**src/rtl/tcp_seg_rx.sv**
```systemverilog
// Byte-serial TCP header parser: extracts header fields, filters foreign or malformed
// segments, and turns the flags byte into one-cycle strobes for the connection FSM.
module tcp_seg_rx #(
  parameter logic [15:0] LOCAL_PORT = 16'd80
) (
  input  logic        clk,
  input  logic        rst,
  input  logic        rx_valid,
  input  logic [7:0]  rx_data,
  input  logic        rx_last,
  output logic        rx_ready,
  output logic        ack_flag,
  output logic        fin_flag,
  output logic        rst_flag,
  output logic        syn_flag,
  output logic        seg_valid,
  output logic        hdr_err,
  output logic [15:0] seg_src_port,
  output logic [31:0] seg_seq,
  output logic [31:0] seg_ack_num,
  output logic [15:0] seg_wnd,
  output logic [15:0] payload_len,
  output logic [7:0]  err_cnt
);

  typedef enum logic [2:0] {S_HDR, S_OPTS, S_PAYLOAD, S_DROP, S_EMIT} state_t;

  state_t      state_q, state_d;
  logic [5:0]  idx_q, idx_d;
  logic [15:0] plen_q, plen_d;
  logic [15:0] src_q;
  logic [7:0]  dst_hi_q;
  logic [31:0] seq_q;
  logic [31:0] ackn_q;
  logic [3:0]  off_q;
  logic [7:0]  flags_q;
  logic [15:0] wnd_q;

  logic        ack_q, fin_q, rstf_q, syn_q, seg_valid_q, hdr_err_q;
  logic [15:0] seg_src_q, seg_wnd_q, payload_len_q;
  logic [31:0] seg_seq_q, seg_ack_q;
  logic [7:0]  err_cnt_q;

  logic        beat_s;
  logic        err_now_s;
  logic        bad_s;
  logic        emit_s;
  logic [5:0]  hdr_end_s;

  assign rx_ready = ~rst & (state_q != S_EMIT);

  always_comb begin
    beat_s    = rx_valid & rx_ready;
    state_d   = state_q;
    idx_d     = idx_q;
    plen_d    = plen_q;
    err_now_s = 1'b0;
    hdr_end_s = {off_q, 2'b00} - 6'd1;
    case (state_q)
      S_HDR: begin
        if (beat_s) begin
          idx_d = idx_q + 6'd1;
          if (idx_q == 6'd3 && {dst_hi_q, rx_data} != LOCAL_PORT) begin
            err_now_s = 1'b1;
          end else if (idx_q == 6'd12 && rx_data[7:4] < 4'd5) begin
            err_now_s = 1'b1;
          end else if (rx_last && idx_q < 6'd19) begin
            err_now_s = 1'b1;
          end else if (rx_last && idx_q == 6'd19 && off_q > 4'd5) begin
            // options announced but the segment stopped at the fixed header
            err_now_s = 1'b1;
          end else begin
            err_now_s = 1'b0;
          end
          if (err_now_s) begin
            state_d = rx_last ? S_EMIT : S_DROP;
          end else if (idx_q == 6'd19) begin
            if (off_q > 4'd5) begin
              state_d = S_OPTS;
            end else begin
              state_d = rx_last ? S_EMIT : S_PAYLOAD;
            end
          end else begin
            state_d = S_HDR;
          end
        end else begin
          state_d = S_HDR;
        end
      end
      S_OPTS: begin
        if (beat_s) begin
          idx_d = idx_q + 6'd1;
          if (idx_q == hdr_end_s) begin
            state_d = rx_last ? S_EMIT : S_PAYLOAD;
          end else if (rx_last) begin
            err_now_s = 1'b1;
            state_d   = S_EMIT;
          end else begin
            state_d = S_OPTS;
          end
        end else begin
          state_d = S_OPTS;
        end
      end
      S_PAYLOAD: begin
        if (beat_s) begin
          if (plen_q != 16'hFFFF) begin
            plen_d = plen_q + 16'd1;
          end else begin
            plen_d = plen_q;
          end
          state_d = rx_last ? S_EMIT : S_PAYLOAD;
        end else begin
          state_d = S_PAYLOAD;
        end
      end
      S_DROP: begin
        if (beat_s && rx_last) begin
          state_d = S_EMIT;
        end else begin
          state_d = S_DROP;
        end
      end
      S_EMIT: begin
        state_d = S_HDR;
        idx_d   = 6'd0;
        plen_d  = 16'd0;
      end
      default: begin
        state_d = S_HDR;
        idx_d   = 6'd0;
        plen_d  = 16'd0;
      end
    endcase
    // DROP is only ever entered after an error, so it doubles as the sticky error bit
    bad_s  = err_now_s | (state_q == S_DROP);
    emit_s = (state_d == S_EMIT) && (state_q != S_EMIT);
  end

  always_ff @(posedge clk) begin
    if (rst) begin
      state_q <= S_HDR;
      idx_q   <= 6'd0;
      plen_q  <= 16'd0;
    end else begin
      state_q <= state_d;
      idx_q   <= idx_d;
      plen_q  <= plen_d;
    end
  end

  always_ff @(posedge clk) begin
    if (rst) begin
      src_q    <= 16'd0;
      dst_hi_q <= 8'd0;
      seq_q    <= 32'd0;
      ackn_q   <= 32'd0;
      off_q    <= 4'd0;
      flags_q  <= 8'd0;
      wnd_q    <= 16'd0;
    end else if (state_q == S_HDR && beat_s) begin
      case (idx_q)
        6'd0:                      src_q[15:8] <= rx_data;
        6'd1:                      src_q[7:0]  <= rx_data;
        6'd2:                      dst_hi_q    <= rx_data;
        6'd4, 6'd5, 6'd6, 6'd7:    seq_q       <= {seq_q[23:0], rx_data};
        6'd8, 6'd9, 6'd10, 6'd11:  ackn_q      <= {ackn_q[23:0], rx_data};
        6'd12:                     off_q       <= rx_data[7:4];
        6'd13:                     flags_q     <= rx_data;
        6'd14:                     wnd_q[15:8] <= rx_data;
        6'd15:                     wnd_q[7:0]  <= rx_data;
        default: ;
      endcase
    end
  end

  // Strobes and field outputs load on the edge that accepts the final beat.
  always_ff @(posedge clk) begin
    if (rst) begin
      ack_q         <= 1'b0;
      fin_q         <= 1'b0;
      rstf_q        <= 1'b0;
      syn_q         <= 1'b0;
      seg_valid_q   <= 1'b0;
      hdr_err_q     <= 1'b0;
      seg_src_q     <= 16'd0;
      seg_seq_q     <= 32'd0;
      seg_ack_q     <= 32'd0;
      seg_wnd_q     <= 16'd0;
      payload_len_q <= 16'd0;
      err_cnt_q     <= 8'd0;
    end else begin
      ack_q       <= 1'b0;
      fin_q       <= 1'b0;
      rstf_q      <= 1'b0;
      syn_q       <= 1'b0;
      seg_valid_q <= 1'b0;
      hdr_err_q   <= 1'b0;
      if (emit_s) begin
        if (bad_s) begin
          hdr_err_q <= 1'b1;
          if (err_cnt_q != 8'hFF) begin
            err_cnt_q <= err_cnt_q + 8'd1;
          end
        end else begin
          seg_valid_q   <= 1'b1;
          fin_q         <= flags_q[0];
          syn_q         <= flags_q[1];
          rstf_q        <= flags_q[2];
          ack_q         <= flags_q[4];
          seg_src_q     <= src_q;
          seg_seq_q     <= seq_q;
          seg_ack_q     <= ackn_q;
          seg_wnd_q     <= wnd_q;
          payload_len_q <= plen_d;
        end
      end
    end
  end

  assign ack_flag     = ack_q;
  assign fin_flag     = fin_q;
  assign rst_flag     = rstf_q;
  assign syn_flag     = syn_q;
  assign seg_valid    = seg_valid_q;
  assign hdr_err      = hdr_err_q;
  assign seg_src_port = seg_src_q;
  assign seg_seq      = seg_seq_q;
  assign seg_ack_num  = seg_ack_q;
  assign seg_wnd      = seg_wnd_q;
  assign payload_len  = payload_len_q;
  assign err_cnt      = err_cnt_q;

endmodule

```
**config.mk**
```make
export PLATFORM = sky130hd
export DESIGN_NAME = tcp_seg_rx
export DESIGN_NICKNAME = d
export VERILOG_FILES = /design/src/rtl/tcp_seg_rx.sv
export SDC_FILE = /design/constraint.sdc
export NUM_CORES = 1
export LEC_CHECK = 0
export CAP_MARGIN = 20
export CORE_MARGIN = 5
export CORE_UTILIZATION = 30
export CTS_CLUSTER_DIAMETER = 120
export CTS_CLUSTER_SIZE = 28
export DETAILED_ROUTE_END_ITERATION = 8
export PLACE_DENSITY = 0.53
export SLEW_MARGIN = 0
export SYNTH_ARGS = -nofsm -noshare
export SYNTH_HDL_FRONTEND = slang
export SYNTH_SLANG_ARGS = --single-unit
```
**constraint.sdc**
```tcl
create_clock -name clk -period 4.4 [get_ports clk]
set_input_delay 0.88 -clock clk [delete_from_list [all_inputs] [get_ports clk]]
set_output_delay 0.88 -clock clk [all_outputs]
set_load 0.005 [all_outputs]
```
==> metrics.yaml, run 1 <==
postRouteAntennaNets: 0
drt_iter0_drc: 316
synthArstFlopShare_pct: 0
cts-buffers-inserted: 13
cts.clk_slew.worst_paths_ps: 110
netlist-cell-type-count: 51
netlist_instances: 1062
final_hold_viol_count: 0
cp_slowest_cell: "or4b_4"
cp-start-kind: "primary input"
yosys-top-cells-area: "dfxtp_1 (49%), mux2_2 (9.4%), nor2b_1 (6.7%)"
max_freq_mhz: 303
place.port_buffers: 138
grt_setup_unrepaired: "no"
area_delta_synth_final_pct: 20.2
r2r_end: "seg_ack_num[30]$_SDFFE_PP0P_"
num_antenna_cells: 0
cts-root-buf: "clkbuf_16"
worst-path-max-fanout: 38
p_leak_nw: 4.61
synth_top_area_cell: "dfxtp_1"
routed_wl_um: 26300
clockBufferDepth: 3
placed_area_mm2: 0.0125
gp_congestion: 0.778
rows: 69
slowest_delay_ps: 560
start_util_pct: 30.2
arrival_ps: 3680
grt_usage_pct: 13.0
cts_setup_buffers: 0
drc: 0
clock_skew_ps: 25.0
cp.buffers_inverters: 3
synth_ff_type: "dfxtp_1"
syn_area_mm2: 0.0107
met3WireLength_um: 1150
cts_tree: "built"
clock_latency_ps: 490
relSlewSlack_pct: 31.3
worst_hold_path.endpoint: "rst_flag$_SDFF_PP0_"
crit_chain: "clkdlybuf4s50_1, nor4_1, buf_4, and4_1, o21ai_1, or4b_4, nand4_4, buf_12, mux2_2"
vias_per_cell: 4.60
htreeDepth: 1
total_power_w: 0.00388
fin_nets: 1186
ctsHoldBuffers: 0
fin_tns_setup_ps: 0
grt_pass1_wl_um: 42000
dr.max_layer_used: "met4"
core_mm2: 0.0353
grt-ovfl-total: 0
setup-violations-final: 0
dieWidth_um: 199
cts_sinks: 263
wl_per_cell_um: 16.2
maxCapViolCount: 0
final_area_mm2: 0.0128
fin_util_pct: 36.3
timing.rr.start: "idx_q[1]$_SDFFE_PP0P_"
yosysWarnings: 0
antenna_found_initial: 0
status: "completed"
synth_fp_nets: 1082
p_per_area_mw_per_mm2: 303
hpwl_um: 17900
cts_resized: 0
path_delay_family: "simple AND/OR/NAND/NOR gates"
vias: 7483
met2_wirelength_um: 11900
hp-start: "flags_q[2]$_SDFFE_PP0P_"
met1_length_um: 12800
ir_worst_vdd_mv: 0.188
critPathKind: "primary input to flip-flop"
fin_crit_ps: 3300
die_area_mm2: 0.0394
dr.pass1.iters: 8
n_fill_cell: 3562
reg2reg_depth: 8
worst-r2r-setup-slack_ps: 1310
drive_above_1_share_pct: 13.3
endpoint_kind: "flip-flop"
slew_violations: 0
grt_max_degree: 66
io_pins: 139
synth-seq-area-share_pct: 49.4
grt_pass1_vias: 7313
synth-edff-count: 0
syn_avg_cell_area_um2: 10.0
critPathRequiredTime_ps: 4780
synth_top_area_share_pct: 49.4
fp.dieH_um: 199
fin_crit_sh_pct: 74.9
hold_depth: 2
tightest_slew_ps: 1020
synth-seq-cells: 263
min_path_type: "flip-flop to flip-flop"
## power breakdown
group          leakage (nW)  internal, W  switching [W]  total [W]
clock network         0.170     0.000550       0.000776    0.00133
registers              2.12      0.00239     0.00000619    0.00239
logic                  2.32    0.0000499       0.000113   0.000162
## through the flow
step,cells,worst slack [ps],hold WS (ps)
after floorplan,1062,1180,409
after global placement,1612,638,432
after detailed placement,1612,581,433
after CTS,1626,1090,451
after global routing,1626,928,479
final,1626,1100,447
## tightest hold or removal path: stages, from the launching register on
cell and delay, ps:
dfxtp_1 330, inv_1 50, nor2_1 40
## sequential cells by signal (all words and copies together), names as in the netlist, 16 cells and up
name          flops
plen_q           16
src_q            16
seg_seq          32
seq_q            32
seg_src_port     16
payload_len      16
wnd_q            16
seg_ack_num      32
ackn_q           32
seg_wnd          16
## placed cells by master (no fill, tap or decap), types with 3 or more instances in the layout
cell and n:
nand3_1 63, and3_1 6, dfxtp_1 263, and4_1 6
nand2b_1 6, buf_12 3, mux2_1 5, o21ai_0 8
xor2_1 6, mux2_4 20, clkdlybuf4s50_1 137, mux2_2 89
buf_4 19, nor3b_1 4, clkbuf_16 13, a21oi_1 61
o21ai_1 3, a21boi_0 3, ha_1 8, nor3_1 6
mux2i_1 70, xnor2_1 15, nand2_1 68, nor2b_1 114
nor4_1 4, nor2_1 102, inv_1 15, nand4_1 9
## worst max-delay path by stage
stage                           from                      endpoint  slack (ps)  cells after the start
after floorplan                  rst                      rx_ready        1180                      6
after global placement    rx_data[0]  seg_ack_num[28]$_SDFFE_PP0P_         640                      9
after global routing      rx_data[0]  seg_src_port[4]$_SDFFE_PP0P_         930                      9
after CTS                 rx_data[0]  seg_src_port[6]$_SDFFE_PP0P_        1090                      9
final                     rx_data[0]  seg_ack_num[30]$_SDFFE_PP0P_        1100                      9
after detailed placement  rx_data[0]  seg_src_port[6]$_SDFFE_PP0P_         580                      9
## cell usage after synthesis, types with 8 or more instances
cell / count
dfxtp_1: 263
nor2b_1: 114
nor2_1: 103
mux2_2: 89
mux2i_1: 70
nand2_1: 68
nand3_1: 63
a21oi_1: 61
clkbuf_1: 45
mux2_4: 20
inv_1: 15
xnor2_1: 15
buf_2: 13
buf_4: 9
nand4_1: 9
ha_1: 8
o21ai_0: 8
## layer usage
layer	track usage [%]	vias up
met4	2.61	0
met5	0	-
met3	2.51	22
met2	20.7	132
met1	18.6	3518
li1	-	3811
## area by class of cell
| type | instances | area, µm² | share of cell area, % |
|---|---|---|---|
| Sequential cell | 263 | 5270 | 41.1 |
| Multi-Input combinational cell | 713 | 4990 | 38.9 |
| Timing Repair Buffer | 160 | 1590 | 12.4 |
| Tap cell | 461 | 577 | 4.50 |
| Clock buffer | 13 | 325 | 2.54 |
| Inverter | 15 | 56.3 | 0.439 |
| Clock inverter | 1 | 20.0 | 0.156 |
## cells by family (layout without fill, tap and decap cells)
family                   Yosys count  in the layout  synth area share, %
AND/OR/NAND/NOR                  408            408                 19.8
XOR/XNOR                          21             21                 1.72
buffers and inverters             86            189                 4.01
AO/OA/AOI/OAI                     92             92                 4.87
adder cells (fa/ha/maj)            8              8                0.938
multiplexers                     184            184                 19.3
flip-flops                       263            263                 49.4
No activity file was read; power rests on OpenSTA's default activity.
==> run 2, diff against run 1 <==
--- a/config.mk
+++ b/config.mk
@@ -11,7 +11,7 @@
 export CTS_CLUSTER_DIAMETER = 120
 export CTS_CLUSTER_SIZE = 28
 export DETAILED_ROUTE_END_ITERATION = 8
-export PLACE_DENSITY = 0.53
+export PLACE_DENSITY = 0.54
 export SLEW_MARGIN = 0
 export SYNTH_ARGS = -nofsm -noshare
 export SYNTH_HDL_FRONTEND = slang
==> constraint.sdc (replaced) <==
create_clock -name clk -period 2.8 [get_ports clk]
set_input_delay 0.56 -clock clk [delete_from_list [all_inputs] [get_ports clk]]
set_output_delay 0.56 -clock clk [all_outputs]
set_load 0.005 [all_outputs]
==> run 2 against run 1 <==
  * Sequential share of layout area fell by 1.7 points
  * Power rose by 59%
  * Largest cell class unchanged
  * Critical path depth did not move
  * Clock power rose by 59%
==> metrics.yaml, run 2 (synthesis gave the netlist of run 1 again) <==
clockBufferDepth: 3  # unchanged
fin_nets: 1218  # +2.7%
endpoint_kind: "flip-flop"
ctsHoldBuffers: 0  # unchanged
multiInputGateArea_mm2: 0.00503  # +0.80%
critPathRequiredTime_ps: 3180  # -1600 ps
cp-start-kind: "primary input"
pre_cts_slack_ps: -500  # -1080 ps
tightest_slew_ps: 687  # -329 ps
maxCapViolCount: 0  # unchanged
worst-r2r-setup-slack_ps: 120  # -1190 ps
slew_violations: 0  # unchanged
cts-buffers-inserted: 13  # unchanged
clock_skew_ps: 21.9  # -3.13 ps
antenna_found_initial: 1  # +1
relSlewSlack_pct: 54.2  # +23 points
wl_per_cell_um: 16.8  # +3.5%
cts_sinks: 263  # unchanged
n_fill_cell: 3518  # -1.2%
placed_cells: 1632  # +1.2%
rows: 69  # unchanged
final_cell_mix: "dfxtp_1 (263), clkdlybuf4s50_1 (135), nor2b_1 (114)"
core_mm2: 0.0353  # unchanged
fin_util_pct: 37.9  # +1.6 points
fin_tns_setup_ps: 0  # unchanged
hpwl_um: 18000  # +0.34%
p_leak_nw: 4.94  # +7.0%
start_util_pct: 30.2  # unchanged
vias: 7692  # +2.8%
io_pins: 139  # unchanged
critPathKind: "primary input to flip-flop"
drt_iter0_drc: 391  # +24%
worst-path-max-fanout: 12  # -68%
area.sequential_mm2: 0.00527  # unchanged
grt-ovfl-total: 0  # unchanged
postRouteAntennaNets: 0  # unchanged
worst_slack_ps: 50.2  # -1050 ps
num_antenna_cells: 0  # unchanged
grt_pass1_wl_um: 42300  # +0.74%
status: "completed"
routed_wl_um: 27800  # +5.7%
setup-violations-final: 0  # unchanged
drc: 0  # unchanged
drive_above_1_share_pct: 16.3  # +3.0 points
clock_latency_ps: 490  # about the same
vias_per_cell: 4.63  # +0.69%
ir_worst_vdd_mv: 0.271  # +44%
fin_crit_ps: 2750
grt_max_degree: 67  # +1.5%
mostFrequentLayoutCell: "dfxtp_1"
final_hold_viol_count: 0  # unchanged
dr.pass1.iters: 4  # -4
dieWidth_um: 199  # unchanged
p_per_area_mw_per_mm2: 462  # +52%
fin_crit_sh_pct: 98.2
instances_no_fill: 1660  # +2.1%
grt_usage_pct: 13.1  # +0.038 points
gp_congestion: 0.765  # -1.7%
htreeDepth: 1  # unchanged
die_area_mm2: 0.0394  # unchanged
min_path_type: "primary input to flip-flop"
cts.clk_slew.worst_paths_ps: 110  # about the same
fp.dieH_um: 199  # unchanged
area_delta_synth_final_pct: 25.5
cts-root-buf: "clkbuf_16"
grt_pass1_vias: 7342  # +0.40%
max_freq_mhz: 364
cts_tree: "built"
arrival_ps: 3130  # -550 ps
place.port_buffers: 138  # unchanged
==> run 2: changes by cell type in the layout (fill, tap and decap cells not counted), sizes merged <==
| cell | delta |
|---|---|
| dlymetal6s2s | +2 |
| clkdlybuf4s50 | -2 |
| clkbuf | +10 |
| inv | +1 |
| buf | +23 |
==> run 2: final cells by class <==
class                      count  area share [%]
sequential                   263            39.3
multi-input combinational    713            37.6
timing repair buffer         192            15.6
tap                          461            4.31
clock buffer                  14            2.53
inverter                      15           0.421
clock inverter                 2           0.187
==> run 2: power breakdown <==
| part | internal (W) | switching [W] | total (W) |
|---|---|---|---|
| combinational | 0.000109 | 0.000187 | 0.000296 |
| clock | 0.000897 | 0.00123 | 0.00212 |
| sequential | 0.00375 | 0.0000108 | 0.00376 |
==> run 2: timing repair <==
| item | CTS | global route |
|---|---|---|
| buffers inserted | 0 | 1 |
| gates resized for setup | 0 | 14 |
| setup endpoints to repair | 0 | 114 |
| hold endpoints to repair | 0 | 0 |
==> run 2: metal layers <==
metal	up-vias	GRT usage [%]	wire, µm
met5	-	0	20
met4	2	1.70	298
met3	20	2.73	1290
met2	126	20.8	12900
met1	3669	18.8	13300
li1	3875	-	-
==> run 2: metrics by stage <==
step           power [W]  instance area [µm²]  hold slack (ps)
5_1_grt          0.00645                13400              441
2_1_floorplan    0.00401                10700              409
6_report         0.00618                13400              425
3_3_place_gp     0.00412                12700              423
3_5_place_dp     0.00412                12700              427
4_1_cts          0.00627                13100              404
==> run 2: path summary, 6_finish.rpt <==
kind	start	endpoint	depth (start not counted)
worst max-delay path	rx_data[3]	seg_seq[11]$_SDFFE_PP0P_	9
worst min-delay path	rst	err_cnt[4]$_SDFFE_PP0P_	4
worst max register to register	idx_q[0]$_SDFFE_PP0P_	seg_seq[11]$_SDFFE_PP0P_	10
worst min register to register	flags_q[4]$_SDFFE_PP0P_	ack_flag$_SDFF_PP0_	2
==> run 2: worst max-delay path, cell delays in order <==
cell and delay (ps):
clkdlybuf4s50_1 490, nor4bb_2 310, and4_4 270, o21ai_2 80, or4b_4 560, nand4_4 170, clkbuf_16 190, buf_16 140
mux2_2 340
==> run 3, diff against run 2 <==
--- a/config.mk
+++ b/config.mk
@@ -11,6 +11,7 @@
 export CTS_CLUSTER_DIAMETER = 120
 export CTS_CLUSTER_SIZE = 28
 export DETAILED_ROUTE_END_ITERATION = 8
+export HOLD_SLACK_MARGIN = 0.12
 export PLACE_DENSITY = 0.54
 export SLEW_MARGIN = 0
 export SYNTH_ARGS = -nofsm -noshare
==> results of run 3 <==
Same layout as run 2: the final DEF is identical, and so are final timing and power.
